File: config.mk
export PLATFORM = sky130hd
export DESIGN_NAME = sreg_serial_feeder
export DESIGN_NICKNAME = d
export VERILOG_FILES = /design/src/rtl/sreg_pkg.sv /design/src/rtl/sreg_bit_timer.sv /design/src/rtl/sreg_serial_feeder.sv
export SDC_FILE = /design/constraint.sdc
export NUM_CORES = 1
export LEC_CHECK = 0
export CAP_MARGIN = 20
export CORE_MARGIN = 2
export CORE_UTILIZATION = 50
export CTS_BUF_LIST = sky130_fd_sc_hd__clkbuf_8
export CTS_CLUSTER_SIZE = 20
export DETAILED_ROUTE_END_ITERATION = 10
export GPL_TIMING_DRIVEN = 0
export MAX_ROUTING_LAYER = met4
export PLACE_DENSITY = 0.77
export SLEW_MARGIN = 20
export SYNTH_ARGS = -nofsm -noshare
export SYNTH_HDL_FRONTEND = slang
export SYNTH_HIERARCHICAL = 1
export SYNTH_SLANG_ARGS = --single-unit
File: constraint.sdc
create_clock -name clk -period 1.8 [get_ports clk]
set_input_delay 0.36 -clock clk [delete_from_list [all_inputs] [get_ports clk]]
set_output_delay 0.36 -clock clk [all_outputs]
set_load 0.01 [all_outputs]
File: src/rtl/sreg_pkg.sv
// Shared types and constants for the shift-register serial feeder.
package sreg_pkg;

    typedef enum logic [1:0] {
        ST_IDLE,
        ST_SHIFT,
        ST_DONE
    } feeder_state_t;

    localparam logic DIR_RIGHT = 1'b0;
    localparam logic DIR_LEFT  = 1'b1;

endpackage

File: src/rtl/sreg_bit_timer.sv
// Bit-period prescaler for the serial feeder.
// The timer looks one cycle ahead. 'run' says whether the coming cycle belongs
// to a transfer. 'hold' says the current cycle is stalled. 'tick' is a register
// that is high during the last cycle of each DIV-cycle bit period.
module sreg_bit_timer #(
    parameter int DIV = 1
) (
    input  logic clk,
    input  logic clr,
    input  logic run,
    input  logic hold,
    output logic tick
);

    localparam int CW = $clog2(DIV) + 1;
    localparam logic [CW-1:0] LAST = CW'(DIV - 1);
    localparam logic ONE_CYCLE = (DIV == 1);

    logic [CW-1:0] cnt;
    logic [CW-1:0] cnt_inc;
    logic          active;

    assign cnt_inc = cnt + CW'(1);

    // Period counter: restart on entry, freeze on hold, reload to 0 after the last cycle
    always_ff @(posedge clk) begin
        if (clr || !run) begin
            cnt    <= '0;
            tick   <= 1'b0;
            active <= 1'b0;
        end else if (!active) begin
            cnt    <= '0;
            tick   <= ONE_CYCLE;
            active <= 1'b1;
        end else if (!hold) begin
            if (tick) begin
                cnt  <= '0;
                tick <= ONE_CYCLE;
            end else begin
                cnt  <= cnt_inc;
                tick <= (cnt_inc == LAST);
            end
        end
    end

endmodule

File: src/rtl/sreg_serial_feeder.sv
// Serializer that feeds the bidirectional shift register one bit per period.
// The word is reordered at acceptance so the same LSB-first buffer serves both
// directions, and the register ends up holding the original word.
// Optional macro SREG_FEEDER_STALL_EN adds a 'stall' input that stretches the
// current bit period for as long as it is held high during a transfer.
module sreg_serial_feeder
    import sreg_pkg::*;
#(
    parameter int WIDTH = 4,
    parameter int DIV   = 1
) (
    input  logic             clk,
    input  logic             clr,
`ifdef SREG_FEEDER_STALL_EN
    input  logic             stall,
`endif
    input  logic             load_valid,
    output logic             load_ready,
    input  logic [WIDTH-1:0] load_data,
    input  logic             load_dir,
    output logic             ser_in,
    output logic             ser_en,
    output logic             ser_dir,
    output logic             busy,
    output logic             done
);

    localparam int BW = $clog2(WIDTH) + 1;
    localparam logic [BW-1:0] LAST_BIT = BW'(WIDTH - 1);

    feeder_state_t    state;
    feeder_state_t    state_next;
    logic [WIDTH-1:0] shift_buf;
    logic [WIDTH-1:0] shift_buf_next;
    logic [WIDTH-1:0] data_ordered;
    logic [BW-1:0]    bit_idx;
    logic [BW-1:0]    bit_idx_next;
    logic             ser_in_next;
    logic             stall_eff;
    logic             tick;
    logic             period_end;
    logic             accept;
    logic             timer_run;
    logic             timer_hold;

`ifdef SREG_FEEDER_STALL_EN
    assign stall_eff = stall;
    assign ser_en    = tick && !stall;
`else
    assign stall_eff = 1'b0;
    assign ser_en    = tick;
`endif

    assign load_ready = (state == ST_IDLE) && !clr;
    assign accept     = load_valid && load_ready;
    assign period_end = (state == ST_SHIFT) && tick && !stall_eff;
    assign timer_run  = (state_next == ST_SHIFT);
    assign timer_hold = (state == ST_SHIFT) && stall_eff;

    sreg_bit_timer #(
        .DIV (DIV)
    ) u_timer (
        .clk  (clk),
        .clr  (clr),
        .run  (timer_run),
        .hold (timer_hold),
        .tick (tick)
    );

    // State register; clear aborts any transfer at once
    always_ff @(posedge clk) begin
        if (clr) begin
            state <= ST_IDLE;
        end else begin
            state <= state_next;
        end
    end

    // Next-state: the last bit period ends the transfer, DONE lasts a single cycle
    always_comb begin
        state_next = state;
        case (state)
            ST_IDLE:  if (accept) state_next = ST_SHIFT;
            ST_SHIFT: if (period_end && (bit_idx == LAST_BIT)) state_next = ST_DONE;
            ST_DONE:  state_next = ST_IDLE;
            default:  state_next = ST_IDLE;
        endcase
    end

    // Reorder the incoming word so the first bit to send always sits at index 0
    always_comb begin
        data_ordered = load_data;
        for (int i = 0; i < WIDTH; i++) begin
            data_ordered[i] = (load_dir == DIR_LEFT) ? load_data[WIDTH-1-i] : load_data[i];
        end
    end

    // Output/datapath decode: load on acceptance, advance one bit per completed period
    always_comb begin
        shift_buf_next = shift_buf;
        bit_idx_next   = bit_idx;
        if (accept) begin
            shift_buf_next = data_ordered;
            bit_idx_next   = '0;
        end else if (period_end) begin
            shift_buf_next = shift_buf >> 1;
            bit_idx_next   = bit_idx + BW'(1);
        end
        ser_in_next = (state_next == ST_SHIFT) ? shift_buf_next[0] : 1'b0;
    end

    // Registered datapath and outputs, all derived from the upcoming state
    always_ff @(posedge clk) begin
        if (clr) begin
            shift_buf <= '0;
            bit_idx   <= '0;
            ser_in    <= 1'b0;
            ser_dir   <= DIR_RIGHT;
            busy      <= 1'b0;
            done      <= 1'b0;
        end else begin
            shift_buf <= shift_buf_next;
            bit_idx   <= bit_idx_next;
            ser_in    <= ser_in_next;
            if (accept) begin
                ser_dir <= load_dir;
            end
            busy <= (state_next != ST_IDLE);
            done <= (state_next == ST_DONE);
        end
    end

endmodule
Word-level counts from Yosys, hierarchy flattened
Cells that the tools add are included.
Widths: inputs -> output; s select.
{"block": "op_classes", "addsub": 2, "mul": 0, "div": 0, "order_cmp": 0, "n_eq_ne": 4, "shifts": 0, "muxes": 12, "bitwise": 3, "reduce_logical": 13}
{"cell": "$mux 4", "n": 2}
{"cell": "$mux 1", "n": 7}
{"cell": "$eq 2x1->1 const B", "n": 2}
{"cell": "$logic_and 1x1->1", "n": 4}
{"cell": "$mux 2", "n": 2}
{"cell": "$pmux 2 s2", "n": 1}
{"cell": "$reduce_bool 2->1", "n": 2}
{"cell": "$reduce_or 2->1", "n": 2}
{"cell": "$add 3x1->3 const B", "n": 1}
{"cell": "$eq 3x2->1 const B", "n": 1}
{"cell": "$not 1->1", "n": 3}
{"cell": "$reduce_or 3->1", "n": 1}
{"cell": "$eq 2x2->1 const B", "n": 1}
{"cell": "$logic_not 1->1", "n": 2}
{"cell": "$logic_not 2->1", "n": 1}
{"cell": "$add 1x1->1 const B", "n": 1}
{"cell": "$logic_or 1x1->1", "n": 1}
{"block": "word_totals", "regBits": 16, "latchBits": 0, "mem_bits_rw": 0, "romBits": 0, "input_bits": 8, "output_inout_bits": 6, "word_cells": 45, "memories": 0}

Depth between registers and ports, before layout
{"block": "depth", "word_depth": 9, "depth_mapped": 7, "depth_no_buf": 7}

Modules after synthesis
The synthesis kept the hierarchy.
{"module": "sreg_serial_feeder", "instances": 1, "cells_each": 62, "area_each_um2": 635.6, "seq_area_each_um2": 260.2}
{"module": "sreg_bit_timer", "instances": 1, "cells_each": 10, "area_each_um2": 108.9, "seq_area_each_um2": 60.1}

Worst setup path before layout
OpenSTA, ideal clock, no wires.
{"block": "synth_path", "path_type": "reg-to-reg", "from": "register bit_idx[0]", "to": "register u_timer.cnt", "t_arrival_ns": 1.235, "path_slack_ns": 0.449, "stages_incl_launch_ff": 8, "period_less_slack_ns": 1.351, "cell_sequence": "dfxtp_1 > ha_1 > ha_1 > nand2_1 > a31oi_1 > inv_1 > and2b_2 > o211a_1"}
{"block": "synth_between", "elab_chain_cells": 8}
{"item": "start, declared", "line": "sreg_serial_feeder.sv:36", "rtl": "logic [BW-1:0] bit_idx;"}
{"item": "start signal, assigned", "line": "sreg_serial_feeder.sv:123", "rtl": "bit_idx <= bit_idx_next;"}
{"item": "$eq 3x2->1", "line": "sreg_serial_feeder.sv:84", "rtl": "ST_SHIFT: if (period_end && (bit_idx == LAST_BIT)) state_next = ST_DONE;"}
{"item": "$logic_and 1x1->1", "line": "sreg_serial_feeder.sv:84"}
{"item": "$mux 2", "line": "sreg_serial_feeder.sv:84"}
{"item": "$pmux 2 s2", "line": "sreg_serial_feeder.sv:82", "rtl": "case (state)"}
{"item": "$eq 2x1->1", "line": "sreg_serial_feeder.sv:57", "rtl": "assign timer_run = (state_next == ST_SHIFT);"}
{"item": "via timer_run", "line": "sreg_serial_feeder.sv:43", "rtl": "logic timer_run;"}
{"item": "$logic_not 1->1", "line": "sreg_bit_timer.sv:27", "rtl": "if (clr || !run) begin"}
{"item": "$logic_or 1x1->1", "line": "sreg_bit_timer.sv:27"}
{"item": "$reduce_or 3->1 (no line)"}
{"item": "end signal, assigned", "line": "sreg_bit_timer.sv:40", "rtl": "cnt <= cnt_inc;"}
{"item": "end, declared", "line": "sreg_bit_timer.sv:19", "rtl": "logic [CW-1:0] cnt;"}
The timed path passes the listed nets, and every way through them passes these cells.
A chain may end at the register's enable or synchronous reset.

Worst setup path in the final report
{"block": "layout_path", "from": "register u_timer.tick", "to": "output ser_en"}
{"item": "start, declared", "line": "sreg_bit_timer.sv:12", "rtl": "output logic tick"}
{"item": "start signal, assigned", "line": "sreg_bit_timer.sv:41", "rtl": "tick <= (cnt_inc == LAST);"}
{"item": "end, declared", "line": "sreg_serial_feeder.sv:22", "rtl": "output logic ser_en,"}
No word-level cell between the ends.

==> summary.txt <==
=================================================================================
Overall overflow remaining after global route ......................            0
Hold crit path type ................................................ primary input to register
Slack of the worst reg-to-reg path .................................      0.31 ns
Leakage power summed over all cells ................................     0.393 nW
Total of flip-flops plus latches after synthesis ...................           16
Clk pin slew, worst setup/hold paths ...............................      0.06 ns
Fraction of the core area covered by cells at the end of the flow ..        0.703
Horizontal extent of the die .......................................      42.6 um
Count of synthesis-stage warnings from yosys .......................            6
Placed Cells .......................................................          101
Power per Cell Area ................................................  853 nW/um^2
Pin count of the biggest net entering global routing ...............           11
Number of library cell types mapped by synthesis ...................           30
Overall power consumption ..........................................   0.000809 W
Clock Sinks ........................................................           16
Vias after detailed routing ........................................          551
Vias in the first global route .....................................          511
Minimum clock period after layout ..................................      1.63 ns
Starting Density ...................................................        0.551
Global-route usage over all layers .................................        0.166
Period utilization .................................................        0.908
Required time reported for the critical path endpoint ..............      1.44 ns
Worst setup SP type ................................................     register
Level count of the clock H-tree ....................................            1
Worst R2R End ...................................................... u_timer/cnt$_SDFFE_PP0N_
Die height .........................................................      42.6 um
Worst hold slack after final layout ................................     0.417 ns
Count of buffers inserted at the top-level ports ...................           12
Routed via count divided by cell count .............................         5.25
Timing endpoint of the critical path ...............................       ser_en
Start point of the critical path ................................... u_timer/tick$_SDFFE_PP0P_
Total clock buffers created by CTS .................................            3
Worst path max stage delay .........................................      0.58 ns
Reg-to-reg critical path startpoint ................................ state[1]$_SDFF_PP0_
Final number of setup-violating endpoints ..........................            0
Number of cells produced by synthesis ..............................           72
Worst path arrival time ............................................      1.27 ns
Max-slew violation count ...........................................            0
Antenna violations before repair ...................................            0
Total number of placement rows .....................................           13
First-pass GRT wire length .........................................      2260 um
Post-detail-place hpwl .............................................       951 um
Post-detailed-route DRC marker count ...............................            0
Number of hold-slack violations in the final timing report .........            0
Violation count after the first detailed-route iteration ...........            3
Cell area after technology mapping .................................     744 um^2
Clock root buffer .................................................. sky130_fd_sc_hd__clkbuf_8
Cell class contributing the biggest share of worst-path delay ...... buffers and inverters
Number of optimization iterations in the first detailed-route pass .            2
Maximum clock frequency ............................................      612 MHz
DP Worst Slack .....................................................    -0.583 ns
Maximum clock path buffer count ....................................            2
Slowest library cell on the worst path ............................. sky130_fd_sc_hd__clkdlybuf4s50_1
Non-filler cells, final ............................................          105
Post-route ant nets ................................................            0
Routed wire length .................................................      1290 um
Layout cell share with drive strength beyond 1 .....................        0.200
Routability cong. ..................................................        0.716
Buffers & Inverters on Critical Path ...............................            1
Core Area ..........................................................    1350 um^2
Io pins ............................................................           14
Critical path fanouts, max .........................................            7
Net count of the finished layout ...................................          101
CTS tree ...........................................................        built
CP Class ........................................................... register to primary output
VDD IR max .........................................................   0.000697 V
Routed len/inst ....................................................      12.3 um
Max-Cap Viols ......................................................            0
Inserted Diodes ....................................................            0
Min setup slack post-route .........................................     0.166 ns
Levels on crit path ................................................            1
Area of the die ....................................................    1810 um^2
Result of the run .................................................. complete, no violations
Largest clock skew in the final design .............................   0.00252 ns
Reg2reg path depth .................................................            6
Worst-path cell chain .............................................. clkdlybuf4s50_1
Unrepaired setup endpoints after global routing ....................           no
Crit end category .................................................. primary output
Post-Syn Area per Cell .............................................    10.3 um^2
Synthesis-to-layout area growth ....................................        27.4%
Insertion delay to the later sink of the worst-skew pair ...........      0.25 ns
Part of the Yosys area used for sequential elements ................        0.430
=================================================================================
## synth_stat cells
cell,instances,share of area
sky130_fd_sc_hd__mux2i_1,7,0.094
sky130_fd_sc_hd__buf_2,1,0.0067
sky130_fd_sc_hd__inv_1,4,0.020
sky130_fd_sc_hd__nand2b_1,2,0.017
sky130_fd_sc_hd__nor2b_1,1,0.0084
sky130_fd_sc_hd__and2_0,1,0.0084
sky130_fd_sc_hd__buf_6,3,0.045
sky130_fd_sc_hd__a221o_2,1,0.015
sky130_fd_sc_hd__nand3b_1,1,0.010
sky130_fd_sc_hd__a21oi_1,3,0.020
sky130_fd_sc_hd__a221oi_1,1,0.012
sky130_fd_sc_hd__nand2_1,3,0.015
sky130_fd_sc_hd__xnor2_1,1,0.012
sky130_fd_sc_hd__o211a_1,1,0.013
sky130_fd_sc_hd__a2111oi_2,1,0.020
sky130_fd_sc_hd__conb_1,1,0.0050
sky130_fd_sc_hd__ha_1,2,0.034
sky130_fd_sc_hd__a31oi_1,1,0.0084
sky130_fd_sc_hd__clkbuf_1,1,0.0050
sky130_fd_sc_hd__nor4b_4,1,0.032
sky130_fd_sc_hd__nor3_1,5,0.034
sky130_fd_sc_hd__dfxtp_1,16,0.43
sky130_fd_sc_hd__a21oi_2,1,0.012
sky130_fd_sc_hd__nor2_1,5,0.025
sky130_fd_sc_hd__and2b_2,1,0.012
sky130_fd_sc_hd__and3b_2,1,0.013
sky130_fd_sc_hd__a221oi_2,1,0.020
sky130_fd_sc_hd__nor3b_1,2,0.020
sky130_fd_sc_hd__a211oi_1,2,0.020
sky130_fd_sc_hd__o31a_1,1,0.012
## metal layers
metal  vias up  wire, um  GRT usage
li1        290         -          -
met1       245       641      0.222
met2        14       586      0.255
met3         2        49     0.0129
met4         0        14     0.0750
met5         -         0          -
## worst register-to-register path: stages, from the launching register on
cell and delay [ns]:
sky130_fd_sc_hd__dfxtp_1 0.49, sky130_fd_sc_hd__nor4b_4 0.10, sky130_fd_sc_hd__buf_6 0.16, sky130_fd_sc_hd__a31oi_1 0.26, sky130_fd_sc_hd__inv_1 0.06, sky130_fd_sc_hd__and2b_2 0.21, sky130_fd_sc_hd__o211a_1 0.11
## stage by stage
stage / instance area, um^2 / TNS, ns
floorplan: 752 / 0
global placement: 891 / -1.15
detailed placement: 891 / -1.19
CTS: 947 / 0
global route: 948 / 0
finish: 948 / 0
## repair_timing
action                     in CTS  in global routing
gates resized for setup         4                  3
setup endpoints to repair       1                  1
cloned                          0                  0
buffers inserted                0                  0
hold buffers                    0                  0
## power by group
part / total (W) / switching, W / internal [W]
clock network: 0.000316 / 0.000123 / 0.000194
logic: 0.000110 / 0.0000512 / 0.0000585
registers: 0.000382 / 0.0000104 / 0.000372
## registers in the layout (all words and copies together), names as in the netlist
register        count
bit_idx             3
busy                1
done                1
ser_dir             1
ser_in              1
shift_buf           4
state               2
u_timer/active      1
u_timer/cnt         1
u_timer/tick        1
## final cells by class
cell class	count	area [um^2]
clock buffers	4	55.1
flip-flops and latches	16	320
multi-input cells	49	379
plain buffers	5	46.3
repair buffers	12	114
inverters	4	15.0
well taps	15	18.8
fillers	116	402
## cells in the final DEF, fill, tap and decap left out, types with 2 or more instances in the layout
master / Yosys / final
sky130_fd_sc_hd__nor2_1: 5 / 5
sky130_fd_sc_hd__nor3_1: 5 / 4
sky130_fd_sc_hd__ha_1: 2 / 2
sky130_fd_sc_hd__nand2_1: 3 / 3
sky130_fd_sc_hd__conb_1: 1 / 3
sky130_fd_sc_hd__a211oi_1: 2 / 2
sky130_fd_sc_hd__dfxtp_1: 16 / 16
sky130_fd_sc_hd__clkbuf_8: 0 / 4
sky130_fd_sc_hd__nand2b_1: 2 / 2
sky130_fd_sc_hd__mux2i_1: 7 / 7
sky130_fd_sc_hd__a21oi_1: 3 / 3
sky130_fd_sc_hd__buf_6: 3 / 3
sky130_fd_sc_hd__clkdlybuf4s50_1: 0 / 10
sky130_fd_sc_hd__inv_1: 4 / 4
sky130_fd_sc_hd__nor3b_1: 2 / 2
## kinds of logic (layout without fill, tap and decap cells)
kind of cell	count (synthesis)	after routing	synth area share
AOI/OAI and AO/OA	13	13	0.153
xor gates and xnor gates	1	1	0.0118
adders and majority gates	2	2	0.0336
buffers and inverters	9	25	0.0773
DFF	16	16	0.430
muxes	7	7	0.0941
other	1	3	0.00504
and+or+nand+nor	23	23	0.195
## how the worst min path moves through the flow
stage	start	cells past startpoint	to	slack (ns)
6_report	clr	2	bit_idx[2]$_SDFFE_PP0P_	0.42
5_1_grt	clr	2	bit_idx[2]$_SDFFE_PP0P_	0.43
4_1_cts	shift_buf[2]$_SDFFE_PP0P_	2	shift_buf[2]$_SDFFE_PP0P_	0.47
3_5_place_dp	shift_buf[2]$_SDFFE_PP0P_	2	shift_buf[2]$_SDFFE_PP0P_	0.47
3_3_place_gp	u_timer/active$_DFF_P_	1	u_timer/cnt$_SDFFE_PP0N_	0.46
2_1_floorplan	clr	1	bit_idx[2]$_SDFFE_PP0P_	0.44
No activity file was read; power rests on OpenSTA's default activity.
